<file path="src/rtl/fifo_pkg.sv">
// Shared widths, ratio helpers and the debug state encoding for the FIFO unpacker.
package fifo_pkg;

  localparam int FIFO_DATA_BIT  = 64;
  localparam int UNPACK_OUT_BIT = 16;

  typedef enum logic [1:0] {
    UNPK_IDLE,
    UNPK_FETCH,
    UNPK_STREAM
  } unpk_state_e;

  function automatic int unpack_ratio(input int in_bit, input int out_bit);
    return in_bit / out_bit;
  endfunction

  function automatic int unpack_cnt_bit(input int ratio);
    return (ratio < 2) ? 1 : $clog2(ratio);
  endfunction

endpackage

</file>
<file path="src/rtl/fifo_unpacker_if.sv">
// FIFO read port plus narrow valid/ready output stream; master = unpacker side.
interface fifo_unpacker_if
  import fifo_pkg::*;
#(
  parameter int IN_BIT  = FIFO_DATA_BIT,
  parameter int OUT_BIT = UNPACK_OUT_BIT
);
  logic               ren;
  logic [IN_BIT-1:0]  rdata;
  logic               rempty;
  logic               out_valid;
  logic               out_ready;
  logic [OUT_BIT-1:0] out_data;
  logic               out_last;

  modport master (
    output ren,
    input  rdata,
    input  rempty,
    output out_valid,
    input  out_ready,
    output out_data,
    output out_last
  );

  modport slave (
    input  ren,
    output rdata,
    output rempty,
    input  out_valid,
    output out_ready,
    input  out_data,
    input  out_last
  );
endinterface

</file>
<file path="src/rtl/unpack_word_buf.sv">
// Two-entry register FIFO holding whole FIFO words; head is visible combinationally.
module unpack_word_buf
  import fifo_pkg::*;
#(
  parameter int WIDTH = FIFO_DATA_BIT
) (
  input  logic             clk,
  input  logic             rst,
  input  logic             push_i,
  input  logic [WIDTH-1:0] push_data_i,
  input  logic             pop_i,
  output logic [WIDTH-1:0] head_o,
  output logic [1:0]       occ_o
);

  logic [WIDTH-1:0] mem_q [2];
  logic             wr_ptr_q;
  logic             rd_ptr_q;
  logic [1:0]       occ_q;
  logic [1:0]       occ_d;

  always_comb begin
    occ_d = occ_q;
    case ({push_i, pop_i})
      2'b10:   occ_d = occ_q + 2'd1;
      2'b01:   occ_d = occ_q - 2'd1;
      default: occ_d = occ_q;
    endcase
  end

  // Words are cleared on reset so the output slice reads zero until the first capture.
  always_ff @(posedge clk or negedge rst) begin
    if (!rst) begin
      for (int i = 0; i < 2; i++) mem_q[i] <= '0;
      wr_ptr_q <= 1'b0;
      rd_ptr_q <= 1'b0;
      occ_q    <= 2'd0;
    end else begin
      if (push_i) begin
        mem_q[wr_ptr_q] <= push_data_i;
        wr_ptr_q        <= ~wr_ptr_q;
      end
      if (pop_i) rd_ptr_q <= ~rd_ptr_q;
      occ_q <= occ_d;
    end
  end

  assign head_o = mem_q[rd_ptr_q];
  assign occ_o  = occ_q;

  a_no_overflow : assert property (@(posedge clk) disable iff (!rst) push_i |-> (occ_q != 2'd2));
  a_no_underflow: assert property (@(posedge clk) disable iff (!rst) pop_i |-> (occ_q != 2'd0));

endmodule

</file>
<file path="src/rtl/fifo_unpacker.sv">
// Drains wide FIFO words into narrow beats with a 2-word prefetch buffer.
// Define FIFO_UNPACK_MSB_FIRST_EN to emit the most significant slice first.
module fifo_unpacker
  import fifo_pkg::*;
#(
  parameter int IN_BIT  = FIFO_DATA_BIT,
  parameter int OUT_BIT = UNPACK_OUT_BIT
) (
  input  logic                   clk,
  input  logic                   rst,
  fifo_unpacker_if.master        bus,
  output logic                   busy
);

  // IN_BIT must be a multiple of OUT_BIT with at least two beats per word.
  localparam int RATIO   = unpack_ratio(IN_BIT, OUT_BIT);
  localparam int CNT_BIT = unpack_cnt_bit(RATIO);

  logic               run_q;
  logic               inflight_q;
  logic [CNT_BIT-1:0] beat_q;
  logic [CNT_BIT-1:0] beat_d;
  logic [IN_BIT-1:0]  head;
  logic [1:0]         occ;
  logic [2:0]         credit;
  logic               beat_wrap;
  logic               fire;
  logic               pop;
  logic [CNT_BIT-1:0] sel;
  logic [OUT_BIT-1:0] slices [RATIO];
  unpk_state_e        state;

  // Buffered plus in-flight words may never exceed the two buffer slots.
  assign credit  = {1'b0, occ} + {2'b00, inflight_q};
  assign bus.ren = run_q && !bus.rempty && (credit < 3'd2);

  assign beat_wrap     = (beat_q == CNT_BIT'(RATIO - 1));
  assign bus.out_valid = (occ != 2'd0);
  assign bus.out_last  = bus.out_valid && beat_wrap;
  assign fire          = bus.out_valid && bus.out_ready;
  assign pop           = fire && beat_wrap;

  always_comb begin
    beat_d = beat_q;
    if (fire) beat_d = beat_wrap ? '0 : beat_q + CNT_BIT'(1);
  end

  // run_q holds off reads until the first edge after reset release.
  always_ff @(posedge clk or negedge rst) begin
    if (!rst) begin
      run_q      <= 1'b0;
      inflight_q <= 1'b0;
      beat_q     <= '0;
    end else begin
      run_q      <= 1'b1;
      inflight_q <= bus.ren;
      beat_q     <= beat_d;
    end
  end

  unpack_word_buf #(.WIDTH(IN_BIT)) u_buf (
    .clk         (clk),
    .rst         (rst),
    .push_i      (inflight_q),
    .push_data_i (bus.rdata),
    .pop_i       (pop),
    .head_o      (head),
    .occ_o       (occ)
  );

  generate
    for (genvar gi = 0; gi < RATIO; gi++) begin : g_slice
      assign slices[gi] = head[gi*OUT_BIT +: OUT_BIT];
    end
  endgenerate

`ifdef FIFO_UNPACK_MSB_FIRST_EN
  assign sel = CNT_BIT'(RATIO - 1) - beat_q;
`else
  assign sel = beat_q;
`endif

  assign bus.out_data = slices[sel];

  always_comb begin
    state = UNPK_IDLE;
    if (occ != 2'd0)     state = UNPK_STREAM;
    else if (inflight_q) state = UNPK_FETCH;
  end

  assign busy = (state != UNPK_IDLE);

endmodule

</file>
<file path="src/flat_wrapper.sv">
// flat-port wrapper written by rule: the top's interface ports become plain ports
module fifo_unpacker_flat import fifo_pkg::*;
#(
  parameter int IN_BIT  = FIFO_DATA_BIT,
  parameter int OUT_BIT = UNPACK_OUT_BIT
)
  (clk, rst, busy, bus_ren, bus_rdata, bus_rempty, bus_out_valid, bus_out_ready, bus_out_data, bus_out_last);
  fifo_unpacker_if #(.IN_BIT(IN_BIT), .OUT_BIT(OUT_BIT)) bus_i ();
  input  logic clk;
  input  logic rst;
  output logic busy;
  output wire logic [$bits(bus_i.ren)-1:0] bus_ren;
  input wire logic [$bits(bus_i.rdata)-1:0] bus_rdata;
  input wire logic [$bits(bus_i.rempty)-1:0] bus_rempty;
  output wire logic [$bits(bus_i.out_valid)-1:0] bus_out_valid;
  input wire logic [$bits(bus_i.out_ready)-1:0] bus_out_ready;
  output wire logic [$bits(bus_i.out_data)-1:0] bus_out_data;
  output wire logic [$bits(bus_i.out_last)-1:0] bus_out_last;
  assign bus_ren = bus_i.ren;
  assign bus_i.rdata = bus_rdata;
  assign bus_i.rempty = bus_rempty;
  assign bus_out_valid = bus_i.out_valid;
  assign bus_i.out_ready = bus_out_ready;
  assign bus_out_data = bus_i.out_data;
  assign bus_out_last = bus_i.out_last;
  fifo_unpacker #(.IN_BIT(IN_BIT), .OUT_BIT(OUT_BIT)) u_core (.clk(clk), .rst(rst), .bus(bus_i), .busy(busy));
endmodule
</file>
<file path="config.mk">
export PLATFORM = sky130hd
export DESIGN_NAME = fifo_unpacker_flat
export DESIGN_NICKNAME = d
export VERILOG_FILES = /design/src/rtl/fifo_pkg.sv /design/src/rtl/fifo_unpacker_if.sv /design/src/rtl/unpack_word_buf.sv /design/src/rtl/fifo_unpacker.sv /design/src/flat_wrapper.sv
export SDC_FILE = /design/constraint.sdc
export NUM_CORES = 1
export LEC_CHECK = 0
export BUFFER_PORTS_ARGS = -buffer_cell sky130_fd_sc_hd__buf_2
export CORE_MARGIN = 4
export CORE_UTILIZATION = 50
export CTS_CLUSTER_SIZE = 14
export DETAILED_ROUTE_END_ITERATION = 6
export PLACE_DENSITY = 0.83
export RECOVER_POWER = 100
export SYNTH_ARGS = -nofsm -noshare
export SYNTH_HDL_FRONTEND = slang
export SYNTH_SLANG_ARGS = --single-unit
</file>
<file path="constraint.sdc">
create_clock -name clk -period 1.6 [get_ports clk]
set_input_delay 0.32 -clock clk [delete_from_list [all_inputs] [get_ports clk]]
set_output_delay 0.32 -clock clk [all_outputs]
set_load 0.1 [all_outputs]
</file>
Yosys cells after proc, flatten, opt, wreduce, memory -nomap -nowiden

Cells that the tools add are included.

$add $sub $neg: 4
$lt $le $gt $ge: 5
Equality and inequality tests: 3
Muxes and demuxes: 13
Bitwise operators: 5
Reductions and logical operators: 10

Operators by type and width:

| cell                                                                 | number |
|---|---|
| 64-bit two-way mux                                                   | 4 |
| 128-bit bitwise mux                                                  | 1 |
| 64-bit demux with 1-bit select                                       | 1 |
| 16-bit binary-select mux with 2-bit select                           | 1 |
| 16-bit two-way mux                                                   | 2 |
| 1-bit logical AND                                                    | 6 |
| 2-bit nonzero test                                                   | 3 |
| 2-bit by 1-bit adder with 2-bit output, second input constant        | 2 |
| 2-bit == test, second input constant                                 | 2 |
| 2-bit greater-or-equal comparator, second input constant             | 2 |
| 2-bit two-way mux                                                    | 2 |
| 1-bit NOT with 2-bit output                                          | 2 |
| 2-bit case mux with 2 select lines                                   | 1 |
| 2-bit by 1-bit adder with 3-bit output                               | 1 |
| 3-bit greater-or-equal comparator, second input constant             | 1 |
| 3-bit by 2-bit < comparator with 1-bit output, second input constant | 1 |
| 2-bit NOT with 3-bit output                                          | 1 |
| 2-bit by 1-bit == test with 1-bit output, second input constant      | 1 |
| 2-bit by 1-bit < comparator with 1-bit output, second input constant | 1 |
| 1-bit NOT                                                            | 2 |
| 2-bit by 1-bit subtractor with 2-bit output, second input constant   | 1 |
| 1-bit zero test                                                      | 1 |
| 1-bit two-way mux                                                    | 1 |

Flip-flop bits (word level): 136
Input port bits: 68
Word-level logic and storage cells: 48

Depth between registers and ports, before layout

Gate-level depths: netlist of the first run.

Word-level depth: 7
Depth in mapped cells: 7
Depth with buffers taken out: 7

By module

A second synthesis of the first run with hierarchy kept.

Cells, all modules: 389
Area total of the unflattened synthesis: 6,327.3 sq um

By module, submodules not included:

| module          | times used | cells an instance | area an instance (sq um) | sequential area each (sq um) |
|---|---|---|---|---|
| unpack_word_buf | 1          | 353               | 5,709.2                  | 3,303.2 |
| fifo_unpacker   | 1          | 36                | 618.1                    | 100.1 |

Worst setup path before layout of the first run

OpenSTA, ideal clock, no wires.

Path kind: register to output
Start: register u_core.u_buf.occ_q[1], in the netlist u_core.u_buf.occ_o[1]
End: output bus_ren
Arrival: 2.045 ns
Required time: 1.280 ns
Path slack: -0.765 ns
Cell stages (with the launch flop): 4
Buffers on the path: 0
Path through: dfrtp_1 nor2_1 nand2_1 a21oi_1

Cells in the longest elaborated chain, start to end: 3

Ends and longest elaborated chain:

| what                                          | line                  | text |
|---|---|---|
| from (decl)                                   | unpack_word_buf.sv:19 | `logic [1:0] occ_q;` |
| from (signal assigned)                        | unpack_word_buf.sv:37 | `occ_q <= 2'd0;` |
| from (signal assigned)                        | unpack_word_buf.sv:44 | `occ_q <= occ_d;` |
| 2-bit by 1-bit adder with 3-bit output        | fifo_unpacker.sv:34   | `assign credit = {1'b0, occ} + {2'b00, inflight_q};` |
| 3-bit by 2-bit < comparator with 1-bit output | fifo_unpacker.sv:35   | `assign bus.ren = run_q && !bus.rempty && (credit < 3'd2);` |
| 1-bit logical AND                             | fifo_unpacker.sv:35   |  |
| to (decl)                                     | flat_wrapper.sv:12    | `output wire logic [$bits(bus_i.ren)-1:0] bus_ren;` |

No other way between the ends.

Final worst setup path of the first run

Start: register u_core.u_buf.rd_ptr_q
End: output bus_out_data[2]

Cells in the longest elaborated chain, start to end: 7

Ends and longest elaborated chain:

| what                                                   | line                  | text |
|---|---|---|
| from (decl)                                            | unpack_word_buf.sv:18 | `logic rd_ptr_q;` |
| from (signal assigned)                                 | unpack_word_buf.sv:43 | `if (pop_i) rd_ptr_q <= ~rd_ptr_q;` |
| 1-bit NOT with 2-bit output (implied by the code)      | unpack_word_buf.sv:48 | `assign head_o = mem_q[rd_ptr_q];` |
| 64-bit two-way mux (implied by the code) (3 in series) | unpack_word_buf.sv:48 |  |
| 16-bit binary-select mux with 2-bit select             | fifo_unpacker.sv:83   | `assign bus.out_data = slices[sel];` |
| 16-bit two-way mux (implied by the code) (2 in series) | fifo_unpacker.sv:83   |  |
| to (decl)                                              | flat_wrapper.sv:17    | `output wire logic [$bits(bus_i.out_data)-1:0] bus_out_data;` |

No other way between the ends. The select of a mux whose other input is x is not followed.

==> results of run 1 <==
[metal layers]
layer	share of wire	GRT usage	vias to the layer above
met2	0.52	0.337	78
li1	-	-	1558
met5	0.00054	0	-
met1	0.41	0.244	1872
met3	0.046	0.0574	19
met4	0.015	0.0695	2
[synthesized netlist by cell type, drive strengths merged (2+ instances only)]
master	count	area (um2)
mux4	32	815
nor2	3	18.8
xor2	3	26.3
dfrtp	136	3400
mux2	145	1630
ha	2	25.0
nand2	2	7.51
clkbuf	2	7.51
buf	21	129
xnor2	2	17.5
[final cells by class]
| cell class | instances | area [um2] |
|---|---|---|
| fill | 838 | 4040 |
| timing repair buffer | 118 | 1120 |
| tap | 147 | 184 |
| multi-input combinational | 198 | 2620 |
| sequential | 136 | 3410 |
| clock inverter | 9 | 173 |
| antenna | 1 | 2.50 |
| clock buffer | 21 | 460 |
| inverter | 1 | 3.75 |
[timing repair]
action | in CTS | in global routing
endpoints found under the setup margin | 21 | 21
hold buffers | 1 | 0
pin swaps | 3 | 2
buffers inserted | 6 | 2
gates resized for setup | 47 | 6
endpoints found under the hold margin | 41 | 0
[path summary, 6_finish.rpt]
| path | end | cells past startpoint |
|---|---|---|
| setup / recovery | bus_out_data[2] | 4 |
| hold / removal | u_core.u_buf.mem_q[86]$_DFFE_PN0P_ | 2 |
| setup reg to reg | u_core.u_buf.mem_q[47]$_DFFE_PN0P_ | 5 |
| hold reg to reg | u_core.u_buf.mem_q[114]$_DFFE_PN0P_ | 1 |
| max in group asynchronous | u_core.u_buf.mem_q[82]$_DFFE_PN0P_ | 3 |
| min in group asynchronous | u_core.u_buf.mem_q[37]$_DFFE_PN0P_ | 2 |
[worst max-delay path, stage by stage, from the launching register on]
cell and delay, ns:
dfrtp_2 0.44, buf_4 0.19, mux4_1 0.58, mux2_4 0.31, buf_12 0.17
[cells by family after synthesis]
group / synth area share
xor+xnor: 0.00714
flops: 0.554
mux: 0.399
simple gates: 0.00816
buf+inv: 0.0228
other cells: 0.000611
compound gates: 0.00408
fa+ha+maj: 0.00408
[stage by stage]
step	utilization	TNS [ns]	std cells
6_report	0.663	-17.88	631
5_1_grt	0.663	-29.62	630
4_1_cts	0.665	-13.00	628
3_5_place_dp	0.593	-6.49	591
3_3_place_gp	0.593	-6.34	591
2_1_floorplan	-	-3.49	358
[registers in the layout, summed over array words and instances, names as in the netlist]
name	count
u_core.run_q	1
u_core.u_buf.wr_ptr_q	1
u_core.beat_q	2
u_core.inflight_q	1
u_core.u_buf.rd_ptr_q	1
u_core.u_buf.occ_o	2
u_core.u_buf.mem_q	128
==> metrics.sh, run 1 <==
OUTCOME='complete, but fails checks'
VIOLATIONS='setup timing'
SYNTH_SEQ_CELLS=136
NETS=542
DRC_VIOLATIONS_LEFT=0
REPORT.FINAL.SETUP_VIOL=131
GRT_MAX_DEGREE=46
SYNTH_CELL_TYPE_COUNT=25
RSZ0062_AT_GRT='yes'
DRT-WIRELENGTH-PER-CELL_UM=20.7
YS_WARN_COUNT=0
REMAINING_GLOBAL_ROUTE_OVERFLOW=0
CP_MAX_FO=4
FIRST_PASS_GRT_WIRE_LENGTH_UM=21300
PIN_COUNT=88
REGTOREGSTARTPOINT='u_core.inflight_q$_DFF_PN0_'
SYNTH-ASYNC-RESET-RATIO=1.00
CLOCKBUFFERDEPTH=2
FINAL_HPWL_DP_UM=8710
SYN_AVG_CELL_AREA_UM2=17.1
FINAL.HOLD.WORST_SLACK_NS=0.123
DRV_SLEW=0
CATEGORY_OF_THE_CRITICAL_SETUP_TIMING_PATH='flop to primary output'
PORT_BUFFERS=87
DETAILEDROUTE.FIRSTPASSITERATIONCOUNT=4
FINAL_LAYOUT_SIZE_SUFFIX_GT1_FRAC=0.671
CTSHTREEMAXLEVEL=4
TIMING_HOLD_VIOLATIONS_FINAL=0
FINAL.SETUP_SKEW_NS=0.00594
ROW_COUNT=40
POSTROUTEANTENNANETS=0
AREA.GROWTH.SYNTH_TO_FINAL_PCT=29.8
HOLD_CLASS='input port to flop'
CTS_TREE='done'
CTS.SINKS=136
POST_DRT_VIA_CELL_RATIO=5.59
FLOORPLAN.DIE.HEIGHT_UM=119
LAYOUT.CELLS.MOST_COMMON='dfrtp_1'
MOST_USED_FLIP_FLOP_CELL_AFTER_SYNTHESIS='dfrtp_1'
WORST_SLACK_NS=-0.816
PLACE_CONGESTION=0.715
CLK_LATENCY_NS=0.42
WORST_PIN_SLEW_NS=1.04
ROUTED_WL_UM=13100
HOLDCRITSTARTPOINT='bus_rdata[22]'
DRT_ITER0_MARKERS=100
FP.DIEW_UM=119
CRIT_ARRIVAL_NS=2.10
MAX_CAP_VIOLATIONS=0
CLOCK_BUFFER_COUNT_FROM_CTS=17
SYNTHESIS.INSTANCES=358
GLOBALROUTETOTALUTIL=0.199
POSTSYNTHNETCOUNT=428
START_UTIL=0.511
GRT_PASS1_VIAS=3961
CTS.REPORTEDPATHS.CLKPINSLEW_NS=0.06
POST_PLACEMENT_SETUP_SLACK_NS=-0.477
FIN_CRIT_NS=2.42
POSTLAYOUTCELLAREA_UM2=7970
SYN-CELL-AREA_UM2=6140
DIE_AREA_UM2=14100
CRITICAL_PATH.ENDPOINT_TYPE='primary output'
CLOCK_TREE.ROOT_CELL='clkbuf_16'
FINAL_PERIOD_UTILIZATION=1.51
CRITPATHLAUNCHTYPE='flop'
CP.REQUIRED_NS=1.28
RELATIVE_MAX_TRANSITION_MARGIN=0.305
SETUP.WORST_PATH.START='u_core.u_buf.rd_ptr_q$_DFFE_PN0P_'
GRT_ANTENNA_BEFORE_REPAIR=1
SEQUENTIAL_TO_TOTAL_AREA_SHARE_FROM_YOSYS_STAT=0.554
DETAILROUTE.VIA_COUNT=3529
CORE_REGION_AREA_UM2=12000
MOSTFREQUENTLAYOUTCELLS='134 x dfrtp_1, 124 x mux2_2, 67 x buf_2'
DPL-INSTANCE-AREA_UM2=7120
MAX_FREQ_MHz=414
WORST-R2R-SETUP-SLACK_NS=-0.08
SYNTH_EDF_COUNT=0
Power of run 1 is not shown: default switching activity piles up to over one toggle a cycle in this logic, so the estimate is an artifact.
==> run 2, diff against run 1 <==
Settings changed: HOLD_SLACK_MARGIN set to 0.03, MAX_ROUTING_LAYER set to met4, SYNTH_HIERARCHICAL set to 1.
==> run 2 against run 1 <==
The flow still finishes with violations (setup timing); final cell count is 9.2% higher; flip-flop and latch count stayed put; setup slack got worse by 0.095 ns; critical endpoint is now bus_out_data[15]; critical path depth rose by 1; maximum frequency shrank 3.8%; die area grew 2.9%; count of clock-buffer cells in the layout grew 4; hold slack lost 0.023 ns; synthesized cell count rose by 8.7%; non-clock buffer count shrank 2.
==> metrics.sh, run 2 <==
OUTCOME='complete, but fails checks'
VIOLATIONS='setup timing'
FLOORPLAN.DIE.HEIGHT_UM=120  # +1.4%
DIE_AREA_UM2=14500  # +2.9%
TIMING_HOLD_VIOLATIONS_FINAL=0  # unchanged
SYN_AVG_CELL_AREA_UM2=16.3  # -5.1%
LAYOUT.CELLS.MOST_COMMON='mux2_2'
ROUTED_WL_UM=15600  # +19%
CP.REQUIRED_NS=1.28  # about the same
CRITPATHLAUNCHTYPE='flop'
SYN-CELL-AREA_UM2=6330  # +3.1%
FINAL_HPWL_DP_UM=9630  # +11%
SYNTH_CELL_TYPE_COUNT=23  # -8.0%
SYNTH_EDF_COUNT=0  # unchanged
MAX_CAP_VIOLATIONS=0  # unchanged
FILLER_CELL_COUNT=797  # -4.9%
CLOCK_BUFFER_COUNT_FROM_CTS=17  # unchanged
YS_WARN_COUNT=6  # +6
FIN_UTIL=0.669  # +0.00521
SEQUENTIAL_TO_TOTAL_AREA_SHARE_FROM_YOSYS_STAT=0.538  # -0.0166
PIN_COUNT=88  # unchanged
CLOCK_TREE.ROOT_CELL='clkbuf_16'
POST_SYNTH_MAIN_AREA_CONTRIBUTORS='dfrtp_1 54%, mux2_2 34%, mux4_1 3.3%'
MULTI_INPUT_COMB_AREA_UM2=2780  # +6.2%
SYNTH_SEQ_CELLS=136  # unchanged
DETAILEDROUTE.FIRSTPASSITERATIONCOUNT=4  # unchanged
FINAL.HOLD.WORST_SLACK_NS=0.101  # -0.0226 ns
GRT_ANTENNA_BEFORE_REPAIR=6  # +5
HOLD_CLASS='input port to flop'
LAYOUT.AREA.SEQ_UM2=3410  # about the same
CTS.SINKS=136  # unchanged
WORST-R2R-SETUP-SLACK_NS=-0.06  # +0.02 ns
PLACE_CONGESTION=0.749  # +4.8%
CP_MAX_FO=5  # +1
CTS.REPORTEDPATHS.CLKPINSLEW_NS=0.06  # about the same
POSTROUTEANTENNANETS=0  # unchanged
REPORT.FINAL.SETUP_VIOL=48  # -63%
GRT_MAX_DEGREE=42  # -8.7%
MAX_FREQ_MHz=398  # -3.8%
REGTOREGSTARTPOINT='u_core/beat_q[0]$_DFFE_PN0P_'
ROW_COUNT=40  # unchanged
MOSTFREQUENTLAYOUTCELLS='177 x mux2_2, 133 x dfrtp_1, 66 x buf_2'
CTSHTREEMAXLEVEL=4  # unchanged
FIRST_PASS_GRT_WIRE_LENGTH_UM=23200  # +9.1%
SYNTHDOMINANTCELLAREASHARE=0.538  # -0.0166
PORT_BUFFERS=87  # unchanged
WORST_PIN_SLEW_NS=1.02  # -0.0196 ns
WHS_PATH_DEPTH=2  # unchanged
CATEGORY_OF_THE_CRITICAL_SETUP_TIMING_PATH='flop to primary output'
HOLDCRITSTARTPOINT='bus_rempty'
SYNTHESIS.INSTANCES=389  # +8.7%
CLK_LATENCY_NS=0.41  # about the same
FINAL.SETUP_SKEW_NS=0.00754  # +0.00160 ns
DRT-WIRELENGTH-PER-CELL_UM=22.6  # +9.4%
DETAILROUTE.VIA_COUNT=3758  # +6.5%
GRT_PASS1_VIAS=4273  # +7.9%
GLOBALROUTETOTALUTIL=0.217  # +0.0187
NETS=571  # +5.4%
DRC_VIOLATIONS_LEFT=0  # unchanged
CORE_REGION_AREA_UM2=12200  # +1.7%
FP.DIEW_UM=120  # +1.4%
DRT_ITER0_MARKERS=210  # +110%
AREA.GROWTH.SYNTH_TO_FINAL_PCT=29.0
CRIT_ARRIVAL_NS=2.19  # +0.09 ns
START_UTIL=0.518  # +0.00709
MOST_USED_FLIP_FLOP_CELL_AFTER_SYNTHESIS='dfrtp_1'
REG2REG_TO='u_core/u_buf/occ_o[1]$_DFFE_PN0P_'
FIN_CRIT_NS=2.51  # +0.0953 ns
HOLD_END='u_core/inflight_q$_DFF_PN0_'
CLOCKBUFFERDEPTH=2  # unchanged
DRV_SLEW=0  # unchanged
FINAL_PERIOD_UTILIZATION=1.57  # +0.0596
RELATIVE_MAX_TRANSITION_MARGIN=0.318  # +0.0131
CRITICAL_PATH.ENDPOINT_TYPE='primary output'
REGISTERS.TOP_BY_FF_COUNT='u_core/u_buf/mem_q'
POSTSYNTHNETCOUNT=459  # +7.2%
CTS_TREE='done'
SYNTH_LARGEST_AREA_CELL='dfrtp_1'
RSZ0062_AT_GRT='yes'
SLOWEST_STAGE='mux4_2'
SYNTH_MOST_COMMON_CELL='mux2_2'
FF2FF_PATH_DEPTH=8  # +3
LARGEST_REGISTER_FF_COUNT=128  # unchanged
NETLIST_TOP_CELLS_COUNT='189 x mux2_2, 136 x dfrtp_1, 11 x buf_6'
SYNTH-ASYNC-RESET-RATIO=1.00  # unchanged
POST_DRT_VIA_CELL_RATIO=5.45  # -2.5%
REMAINING_GLOBAL_ROUTE_OVERFLOW=0  # unchanged
WORST_SLACK_NS=-0.911  # -0.0953 ns
CRIT_PATH_CELLS='buf_6, clkbuf_16, mux2_4, mux4_2, buf_12'
CRITPATHMAXSTAGEDELAY_NS=0.52  # -0.06 ns
FINAL_LAYOUT_SIZE_SUFFIX_GT1_FRAC=0.700  # +0.0296
## run 2: kinds of logic (layout without fill, tap and decap cells)
group / Yosys count / after routing / synth area share
multiplexers: 210 / 210 / 0.407
flip-flops: 136 / 136 / 0.538
buffers and inverters: 25 / 150 / 0.0334
AND/OR/NAND/NOR: 7 / 7 / 0.00692
XOR/XNOR: 5 / 5 / 0.00692
AO/OA/AOI/OAI: 3 / 3 / 0.00336
adder cells (fa/ha/maj): 2 / 2 / 0.00395
other: 1 / 8 / 0.000593
## run 2: layer usage
metal,vias to the layer above,track usage,share of wire
met1,1971,0.280,0.43
met3,14,0.0683,0.056
met2,103,0.334,0.50
li1,1670,-,-
met5,-,-,0
met4,0,0.0659,0.0096
## run 2: critical path, delay by kind of cell, from the launching register on
kind     cells  cell delay [ns]
buf+inv      3             0.51
flops        1             0.44
mux          2             0.82
## run 2: how the worst max path moves through the flow
stage                                       from          endpoint  slack [ns]  depth (start not counted)
6_report       u_core/u_buf/rd_ptr_q$_DFFE_PN0P_  bus_out_data[15]       -0.91                          5
4_1_cts        u_core/u_buf/rd_ptr_q$_DFFE_PN0P_   bus_out_data[3]       -0.88                          4
3_3_place_gp   u_core/u_buf/rd_ptr_q$_DFFE_PN0P_  bus_out_data[12]       -0.51                          4
2_1_floorplan  u_core/u_buf/rd_ptr_q$_DFFE_PN0P_   bus_out_data[0]       -0.40                          4
3_5_place_dp   u_core/u_buf/rd_ptr_q$_DFFE_PN0P_   bus_out_data[9]       -0.54                          4
5_1_grt        u_core/u_buf/rd_ptr_q$_DFFE_PN0P_  bus_out_data[11]       -0.95                          5
## run 2: area by class of cell
class / count / area share
clock buffers: 25 / 0.0619
repair buffers: 116 / 0.135
inverters: 2 / 0.000919
flip-flops and latches: 136 / 0.417
well taps: 168 / 0.0257
clock inverters: 7 / 0.0169
diodes: 7 / 0.00215
multi-input cells: 228 / 0.340
## run 2: repair_timing
action / in CTS / in global routing
setup endpoints to repair: 21 / 39
gates cloned: 1 / 4
endpoints found under the hold margin: 34 / 0
hold buffers: 1 / 0
buffers inserted: 5 / 1
pin swaps: 1 / 1
resized for setup: 45 / 17
## run 2: per-stage QoR
stage | setup TNS (ns) | instance area, um2 | instances | worst slack (ns)
4_1_cts | -14.61 | 8030 | 677 | -0.883
5_1_grt | -22.83 | 8160 | 688 | -0.947
3_3_place_gp | -7.79 | 7140 | 638 | -0.506
3_5_place_dp | -8.09 | 7140 | 638 | -0.540
2_1_floorplan | -7.02 | 6410 | 389 | -0.395
6_report | -15.56 | 8170 | 689 | -0.911
Power of run 2 is left out for the same reason.
